**config.mk**
```make
export PLATFORM = sky130hd
export DESIGN_NAME = button_debouncer
export DESIGN_NICKNAME = d
export VERILOG_FILES = /design/src/rtl/button_pkg.sv /design/src/rtl/synchronizer.sv /design/src/rtl/button_debouncer.sv
export SDC_FILE = /design/constraint.sdc
export NUM_CORES = 1
export LEC_CHECK = 0
export CAP_MARGIN = 40
export CORE_MARGIN = 2
export CORE_UTILIZATION = 45
export CTS_BUF_LIST = sky130_fd_sc_hd__clkbuf_4
export DETAILED_ROUTE_END_ITERATION = 10
export PLACE_DENSITY = 0.6
export SYNTH_ARGS = -nofsm -noshare
export SYNTH_HDL_FRONTEND = slang
export SYNTH_HIERARCHICAL = 1
export SYNTH_SLANG_ARGS = --single-unit
```
**constraint.sdc**
```tcl
create_clock -name clk -period 4 [get_ports clk]
set_clock_uncertainty 0.1 [all_clocks]
set_input_delay 0.6 -clock clk [delete_from_list [all_inputs] [get_ports clk]]
set_output_delay 0.6 -clock clk [all_outputs]
set_load 0.02 [all_outputs]
```
**src/rtl/button_pkg.sv**
```systemverilog
// Shared types and sizing helpers for the button debouncer.
// Holds the press-tracking state enum and the counter width function.
package button_pkg;

  typedef enum logic [1:0] {
    RELEASED = 2'd0,
    PRESSED  = 2'd1,
    HELD     = 2'd2
  } btn_state_e;

  // Bits needed to hold values 0..max(a, b).
  function automatic int cnt_w(input int a, input int b);
    int m;
    m = (a > b) ? a : b;
    return (m < 1) ? 1 : $clog2(m + 1);
  endfunction

endpackage

```
**src/rtl/synchronizer.sv**
```systemverilog
// Multi-flop synchronizer for asynchronous inputs.
// Ports: clk, n_rst (async low), i_data -> o_data after SYNC_DEPTH edges.
module synchronizer #(
  parameter int   DATA_WIDTH = 1,
  parameter int   SYNC_DEPTH = 2,
  parameter logic RESET_VAL  = 1'b0
) (
  input  logic                  clk,
  input  logic                  n_rst,
  input  logic [DATA_WIDTH-1:0] i_data,
  output logic [DATA_WIDTH-1:0] o_data
);

  logic [SYNC_DEPTH-1:0][DATA_WIDTH-1:0] sync_q;
  logic [SYNC_DEPTH-1:0][DATA_WIDTH-1:0] sync_d;

  always_comb begin
    sync_d = {sync_q[SYNC_DEPTH-2:0], i_data};
  end

  always_ff @(posedge clk or negedge n_rst) begin
    if (!n_rst) begin
      sync_q <= {(SYNC_DEPTH * DATA_WIDTH){RESET_VAL}};
    end else begin
      sync_q <= sync_d;
    end
  end

  assign o_data = sync_q[SYNC_DEPTH-1];

endmodule

```
**src/rtl/button_debouncer.sv**
```systemverilog
// Debounces a raw button input; emits level, press/release, hold, repeat.
// Ports: clk, n_rst, i_async -> o_level, o_press, o_release, o_hold, o_repeat.
module button_debouncer
  import button_pkg::*;
#(
  parameter int SYNC_DEPTH      = 2,
  parameter int ACTIVE_LOW      = 0,
  parameter int DEBOUNCE_CYCLES = 1000,
  parameter int HOLD_CYCLES     = 500000,
  parameter int REPEAT_CYCLES   = 100000
) (
  input  logic clk,
  input  logic n_rst,
  input  logic i_async,
  output logic o_level,
  output logic o_press,
  output logic o_release,
  output logic o_hold,
  output logic o_repeat
);

  localparam int   DW  = cnt_w(DEBOUNCE_CYCLES, 0);
  localparam int   HW  = cnt_w(HOLD_CYCLES, REPEAT_CYCLES);
  localparam logic POL = (ACTIVE_LOW != 0);
  localparam bit   REP_EN = (REPEAT_CYCLES > 0);

  localparam logic [DW-1:0] DEB_LAST  = DW'(DEBOUNCE_CYCLES - 1);
  localparam logic [HW-1:0] HOLD_LAST = HW'(HOLD_CYCLES - 1);
  localparam logic [HW-1:0] REP_LAST  =
    HW'(REP_EN ? REPEAT_CYCLES - 1 : 0);

  logic sync_out;
  logic s;

  logic [DW-1:0] deb_cnt_q, deb_cnt_d;
  logic [HW-1:0] hold_cnt_q, hold_cnt_d;
  btn_state_e    state_q, state_d;

  logic level_q, level_d;
  logic press_q, press_d;
  logic release_q, release_d;
  logic hold_q, hold_d;
  logic repeat_q, repeat_d;

  logic rise, fall, hold_tc, rep_tc;

  // Reset the chain to the idle pin level so a pin already asserted
  // at reset release is seen as a fresh edge with full latency.
  synchronizer #(
    .DATA_WIDTH(1),
    .SYNC_DEPTH(SYNC_DEPTH),
    .RESET_VAL (POL)
  ) u_sync (
    .clk   (clk),
    .n_rst (n_rst),
    .i_data(i_async),
    .o_data(sync_out)
  );

  assign s = sync_out ^ POL;

  always_comb begin
    deb_cnt_d = '0;
    level_d   = level_q;
    rise      = 1'b0;
    fall      = 1'b0;
    if (s != level_q) begin
      if (deb_cnt_q == DEB_LAST) begin
        level_d = s;
        rise    = s;
        fall    = !s;
      end else begin
        deb_cnt_d = deb_cnt_q + 1'b1;
      end
    end
  end

  always_ff @(posedge clk or negedge n_rst) begin
    if (!n_rst) begin
      state_q    <= RELEASED;
      hold_cnt_q <= '0;
      deb_cnt_q  <= '0;
      level_q    <= 1'b0;
      press_q    <= 1'b0;
      release_q  <= 1'b0;
      hold_q     <= 1'b0;
      repeat_q   <= 1'b0;
    end else begin
      state_q    <= state_d;
      hold_cnt_q <= hold_cnt_d;
      deb_cnt_q  <= deb_cnt_d;
      level_q    <= level_d;
      press_q    <= press_d;
      release_q  <= release_d;
      hold_q     <= hold_d;
      repeat_q   <= repeat_d;
    end
  end

  // A debounced fall beats a same-cycle hold/repeat terminal count.
  always_comb begin
    state_d    = state_q;
    hold_cnt_d = hold_cnt_q;
    hold_tc    = 1'b0;
    rep_tc     = 1'b0;
    unique case (state_q)
      RELEASED: begin
        if (rise) begin
          state_d    = PRESSED;
          hold_cnt_d = '0;
        end
      end
      PRESSED: begin
        if (fall) begin
          state_d    = RELEASED;
          hold_cnt_d = '0;
        end else if (hold_cnt_q == HOLD_LAST) begin
          state_d    = HELD;
          hold_cnt_d = '0;
          hold_tc    = 1'b1;
        end else begin
          hold_cnt_d = hold_cnt_q + 1'b1;
        end
      end
      HELD: begin
        if (fall) begin
          state_d    = RELEASED;
          hold_cnt_d = '0;
        end else if (REP_EN) begin
          if (hold_cnt_q == REP_LAST) begin
            hold_cnt_d = '0;
            rep_tc     = 1'b1;
          end else begin
            hold_cnt_d = hold_cnt_q + 1'b1;
          end
        end
      end
      default: begin
        state_d    = RELEASED;
        hold_cnt_d = '0;
      end
    endcase
  end

  always_comb begin
    press_d   = rise;
    release_d = fall;
    hold_d    = hold_tc;
    repeat_d  = rep_tc;
  end

  assign o_level   = level_q;
  assign o_press   = press_q;
  assign o_release = release_q;
  assign o_hold    = hold_q;
  assign o_repeat  = repeat_q;

endmodule

```
After elaboration in Yosys (flattened, before gate mapping)

Index checks and enable logic that the tools add are counted.

Output and inout port bits: 5
Logic and storage cells: 48
Input port bits: 3
Bits in registers: 38

Reductions and logical operators: 4
Mux-type cells: 23
Add/sub/neg operators: 2
Eq/ne operators: 9

Operators by type and width:

| kind                    | number |
|---|---|
| $mux W19                | 5 |
| $pmux W19 S3            | 1 |
| $mux W10                | 2 |
| $add A19 B1 Y19 const B | 1 |
| $eq A19 B17 Y1 const B  | 1 |
| $eq A19 B19 Y1 const B  | 1 |
| $add A10 B1 Y10 const B | 1 |
| $eq A10 B10 Y1 const B  | 1 |
| $mux W1                 | 10 |
| $mux W2                 | 4 |
| $pmux W2 S3             | 1 |
| $ne A2 B2 Y1 const B    | 2 |
| $ne A3 B3 Y1 const B    | 1 |
| $reduce_and A3 Y1       | 1 |
| $eq A2 B1 Y1 const B    | 1 |
| $eq A2 B2 Y1 const B    | 1 |
| $logic_not A2 Y1        | 1 |
| $reduce_and A2 Y1       | 1 |
| $logic_not A1 Y1        | 1 |
| $ne A1 B1 Y1            | 1 |

Depth between registers and ports, before layout

Word-level depth: 5
Mapped depth: 8

Cells and area by module

Netlist, hierarchy kept.

Modules (own cells, without submodules):

| module           | sequential area each (um^2) | cells each | area each (um^2) | times used |
|---|---|---|---|---|
| button_debouncer | 900.9                       | 202        | 2072.0           | 1 |
| synchronizer     | 50.0                        | 2          | 50.0             | 1 |

Worst setup path before layout

Ideal clock, no wire load.

Path type: flip-flop to flip-flop
Start point: register deb_cnt_q[0]
End point: register hold_cnt_q[10]
Stages on the path, launching flop included: 8
Data required time: 3752 ps
Library setup time: 148 ps
Buffers on the path: 1
Period minus slack after synthesis: 2095 ps
Path slack: 1905 ps
Arrival time: 1847 ps
Path through: dfrtp_1 -> ha_1 -> nand4b_4 -> o41ai_2 -> a21oi_2 -> o21ai_4 -> buf_6 -> a21oi_1

Longest elaborated chain between the ends: 5
Elaborated cells on any way between the ends: 9
Those cells by class: 2 x eq/ne; 7 x mux

RTL lines:

| element                            | line                                             | RTL |
|---|---|---|
| start, declared                    | button_debouncer.sv:35                           | `logic [DW-1:0] deb_cnt_q, deb_cnt_d;` |
| start signal, assigned             | button_debouncer.sv:91                           | `deb_cnt_q <= deb_cnt_d;` |
| $eq A10 B10 Y1 *                   | button_debouncer.sv:68                           | `if (deb_cnt_q == DEB_LAST) begin` |
| $mux W1                            | button_debouncer.sv:68                           |  |
| $mux W1                            | button_debouncer.sv:67                           | `if (s != level_q) begin` |
| $mux W19, on equally long branches | button_debouncer.sv:126, button_debouncer.sv:114 |  |
| $pmux W19 S3                       | button_debouncer.sv:106                          | `unique case (state_q)` |
| end signal, assigned               | button_debouncer.sv:90                           | `hold_cnt_q <= hold_cnt_d;` |
| end, declared                      | button_debouncer.sv:36                           | `logic [HW-1:0] hold_cnt_q, hold_cnt_d;` |

Every way passes the cells marked *; elsewhere a longest branch is shown, timed or not.
A chain may end at the register's enable or synchronous reset.

Final worst setup path

Start point: register deb_cnt_q[0]
End point: register hold_cnt_q[8]

The elaborated chain is that of the path after synthesis.

==> results.py <==
metrics = {
    "critical_path": {
        "critical-path-max-stage-delay_ns": 0.56,
        "r2r-end": "hold_cnt_q[8]$_DFFE_PN0P_",
        "crit_slowest_cell": "o21ai_4",
        "r2r_start": "deb_cnt_q[0]$_DFF_PN0_",
        "r2r_cells": 6,
        "path_class": "flip-flop to flip-flop",
        "cp-start-kind": "flip-flop",
        "reg2reg_slack_ns": 1.46,
        "end_kind": "flip-flop",
        "cp_max_fo": 19,
        "worstPathArrival_ns": 2.63,
        "worstPathCellList": "ha_1 > nand4b_4 > o41ai_2 > a21oi_2 > o21ai_4 > o21ai_0",
        "cp.required_ns": 4.09,
    },
    "synthesis": {
        "synth_area_leaders": "dfrtp_1 45%, xnor2_1 5.8%, a21oi_2 4.1%, nand2_1 4.1%, ha_1 2.9%",
        "ys_warn_count": 6,
        "yosysMostFrequentCell": "dfrtp_1",
        "synth_mux_area_frac": 0.005307,
        "synth_top_area_cell": "dfrtp_1",
        "yosysSeqAreaShare": 0.4481,
        "synth-simple-area-share": 0.2659,
        "synthFlopType": "dfrtp_1",
        "ys_ff_latch": 38,
        "synthCells": 204,
        "syn_area_sq_um": 2122,
        "synth_edf_count": 0,
        "synth_top_family_by_area": "simple AND/OR/NAND/NOR gates",
        "synthesis.nets": 212,
        "synth_fa_ha_area_frac": 0.02948,
        "ys_types": 39,
        "synth_top_area_frac": 0.4481,
        "synth_compound_area_frac": 0.1486,
        "ys_top_cells_by_count": "38 x dfrtp_1, 23 x nand2_1, 14 x nor2_1, 14 x xnor2_1, 11 x nor3_1",
        "syn_area_per_cell_sq_um": 10.40,
        "synth-xor-area-share": 0.07429,
        "synthArstFlopShare": 1.000,
    },
    "layout": {
        "final_util": 0.5132,
        "fillers": 421,
        "n_antenna_cell": 0,
        "area_growth_syn_to_layout_pct": 7.488,
        "final_nets": 222,
        "drive_gt1_frac": 0.1814,
    },
    "grt": {
        "grt_pass1_wl_mm": 6.893,
        "overflow": 0,
        "antenna_found_initial": 0,
        "track_usage": 0.1652,
        "grt_pass1_vias": 1487,
        "grt_max_degree": 39,
    },
    "floorplanning": {
        "die_x_um": 72.67,
        "dieHeight_um": 72.67,
        "core.rowCount": 24,
        "coreArea_sq_um": 4444,
        "dieArea_sq_um": 5281,
        "start_util": 0.4775,
        "ios": 8,
    },
    "timing": {
        "relSlewSlack": 0.4317,
        "setup_slack_ns": 1.459,
        "slew_violations": 0,
        "rsz0062_at_grt": "no",
        "finalCritPeriodShare": 0.6352,
        "min_period_ns": 2.541,
        "tightest_slew_ns": 0.8524,
        "finalSetupTns_ns": 0,
        "max_freq_mhz": 393.6,
        "setup_viol": 0,
        "hold_viol_final": 0,
    },
    "clock_tree": {
        "ctsHoldBuffers": 0,
        "root_buffer": "clkbuf_4",
        "cts_tree": "built",
        "cts_sinks": 38,
        "numCtsBuffers": 5,
        "clkTransAtPathRegs_ns": 0.11,
        "htree_levels": 2,
        "cts_resized": 0,
        "clockBufferDepth": 2,
        "clock_latency_ns": 0.34,
        "postCtsSetupBuffers": 0,
    },
    "placement": {
        "dp_hpwl_mm": 2.814,
        "port-buffer-count": 7,
        "post-place-ws_ns": 1.476,
        "place.gp.congestion": 0.7344,
    },
    "drt": {
        "drt_pass1_iterations": 5,
        "drc_errors": 0,
        "drt_iter0_markers": 125,
        "route.vias.total": 1546,
        "wirelength_mm": 3.929,
        "ant_nets": 0,
        "wire_per_inst_um": 14.72,
        "via_per_inst": 5.790,
    },
    "power": {
        "leakage_nw": 0.9051,
        "powerDensity_nw_per_um2": 264.7,
        "power.total_mw": 0.6037,
        "vdd_ir_drop_max_mv": 0.1352,
    },
    "outcome": {
        "status": "finished, final reports clean",
    },
    "run": {
        "drv_cap": 0,
    },
    "worst_hold_path": {
        "hp-class": "input pin to asynchronous set/reset pin",
    },
}
final cells by class:
class / count / area [sq um] / area share
repair buffers: 9 / 77.57 / 0.03401
clock buffers: 6 / 45.04 / 0.01975
flip-flops and latches: 38 / 950.9 / 0.4169
multi-input cells: 154 / 1111 / 0.4871
clock inverters: 2 / 8.758 / 0.003840
well taps: 52 / 65.06 / 0.02852
inverters: 6 / 22.52 / 0.009874
worst max path at each step:
stage               slack, ns                    endpoint  depth (start not counted)                    from
detailed placement       1.48   hold_cnt_q[0]$_DFFE_PN0P_                          6  deb_cnt_q[0]$_DFF_PN0_
global placement         1.53   hold_cnt_q[0]$_DFFE_PN0P_                          6  deb_cnt_q[0]$_DFF_PN0_
finish                   1.46   hold_cnt_q[8]$_DFFE_PN0P_                          6  deb_cnt_q[0]$_DFF_PN0_
floorplan                1.91  hold_cnt_q[10]$_DFFE_PN0P_                          7  deb_cnt_q[0]$_DFF_PN0_
CTS                      1.46   hold_cnt_q[8]$_DFFE_PN0P_                          6  deb_cnt_q[0]$_DFF_PN0_
global route             1.22   hold_cnt_q[0]$_DFFE_PN0P_                          6  deb_cnt_q[0]$_DFF_PN0_
flip-flops by register name (all words and copies together), names as in the netlist:
name,count
o_release,1
state_q,2
deb_cnt_q,10
o_press,1
o_repeat,1
u_sync/sync_d,1
u_sync/o_data,1
hold_cnt_q,19
o_hold,1
o_level,1
cells by family (layout without fill, tap and decap cells):
| kind of cell | Yosys count | count (layout) |
|---|---|---|
| and+or+nand+nor | 94 | 94 |
| DFF | 38 | 38 |
| AOI/OAI and AO/OA | 36 | 36 |
| xor gates and xnor gates | 18 | 18 |
| buffers and inverters | 12 | 23 |
| adders and majority gates | 5 | 5 |
| muxes | 1 | 1 |
critical path, delay by kind of cell, from the launching register on:
family,cells,cell delay [ns]
adders and majority gates,1,0.27
DFF,1,0.40
and+or+nand+nor,1,0.17
AOI/OAI and AO/OA,4,1.45
routing by layer:
metal,vias to the layer above,wire (um),GRT usage,share of wire
li1,754,-,-,-
met1,758,1958,0.2257,0.50
met2,26,1792,0.2566,0.46
met3,8,120,0.04282,0.031
met4,0,57,0.05350,0.015
met5,-,0,0,0
placed cells by master (no fill, tap or decap), types with 8 or more instances in the layout:
cell / synthesis / final
dfrtp_1: 38 / 38
nand2_1: 23 / 23
nor2_1: 14 / 14
xnor2_1: 14 / 14
nor3_1: 11 / 11
a21oi_2: 10 / 10
nand3_1: 9 / 9
o211ai_1: 8 / 8
power breakdown:
part,leakage (nW),internal [mW],switching [mW]
Clock,0.0331,0.0729,0.122
Sequential,0.524,0.387,0.00302
Combinational,0.348,0.00453,0.0133
metrics by stage:
stage               std cells  instance area (sq um)  hold slack (ns)
floorplan                 204                   2122           0.2044
global placement          258                   2222           0.2361
detailed placement        259                   2227           0.2515
CTS                       267                   2281           0.2775
global route              267                   2281           0.2798
finish                    267                   2281           0.2605
(Power assumes the default switching activity.)
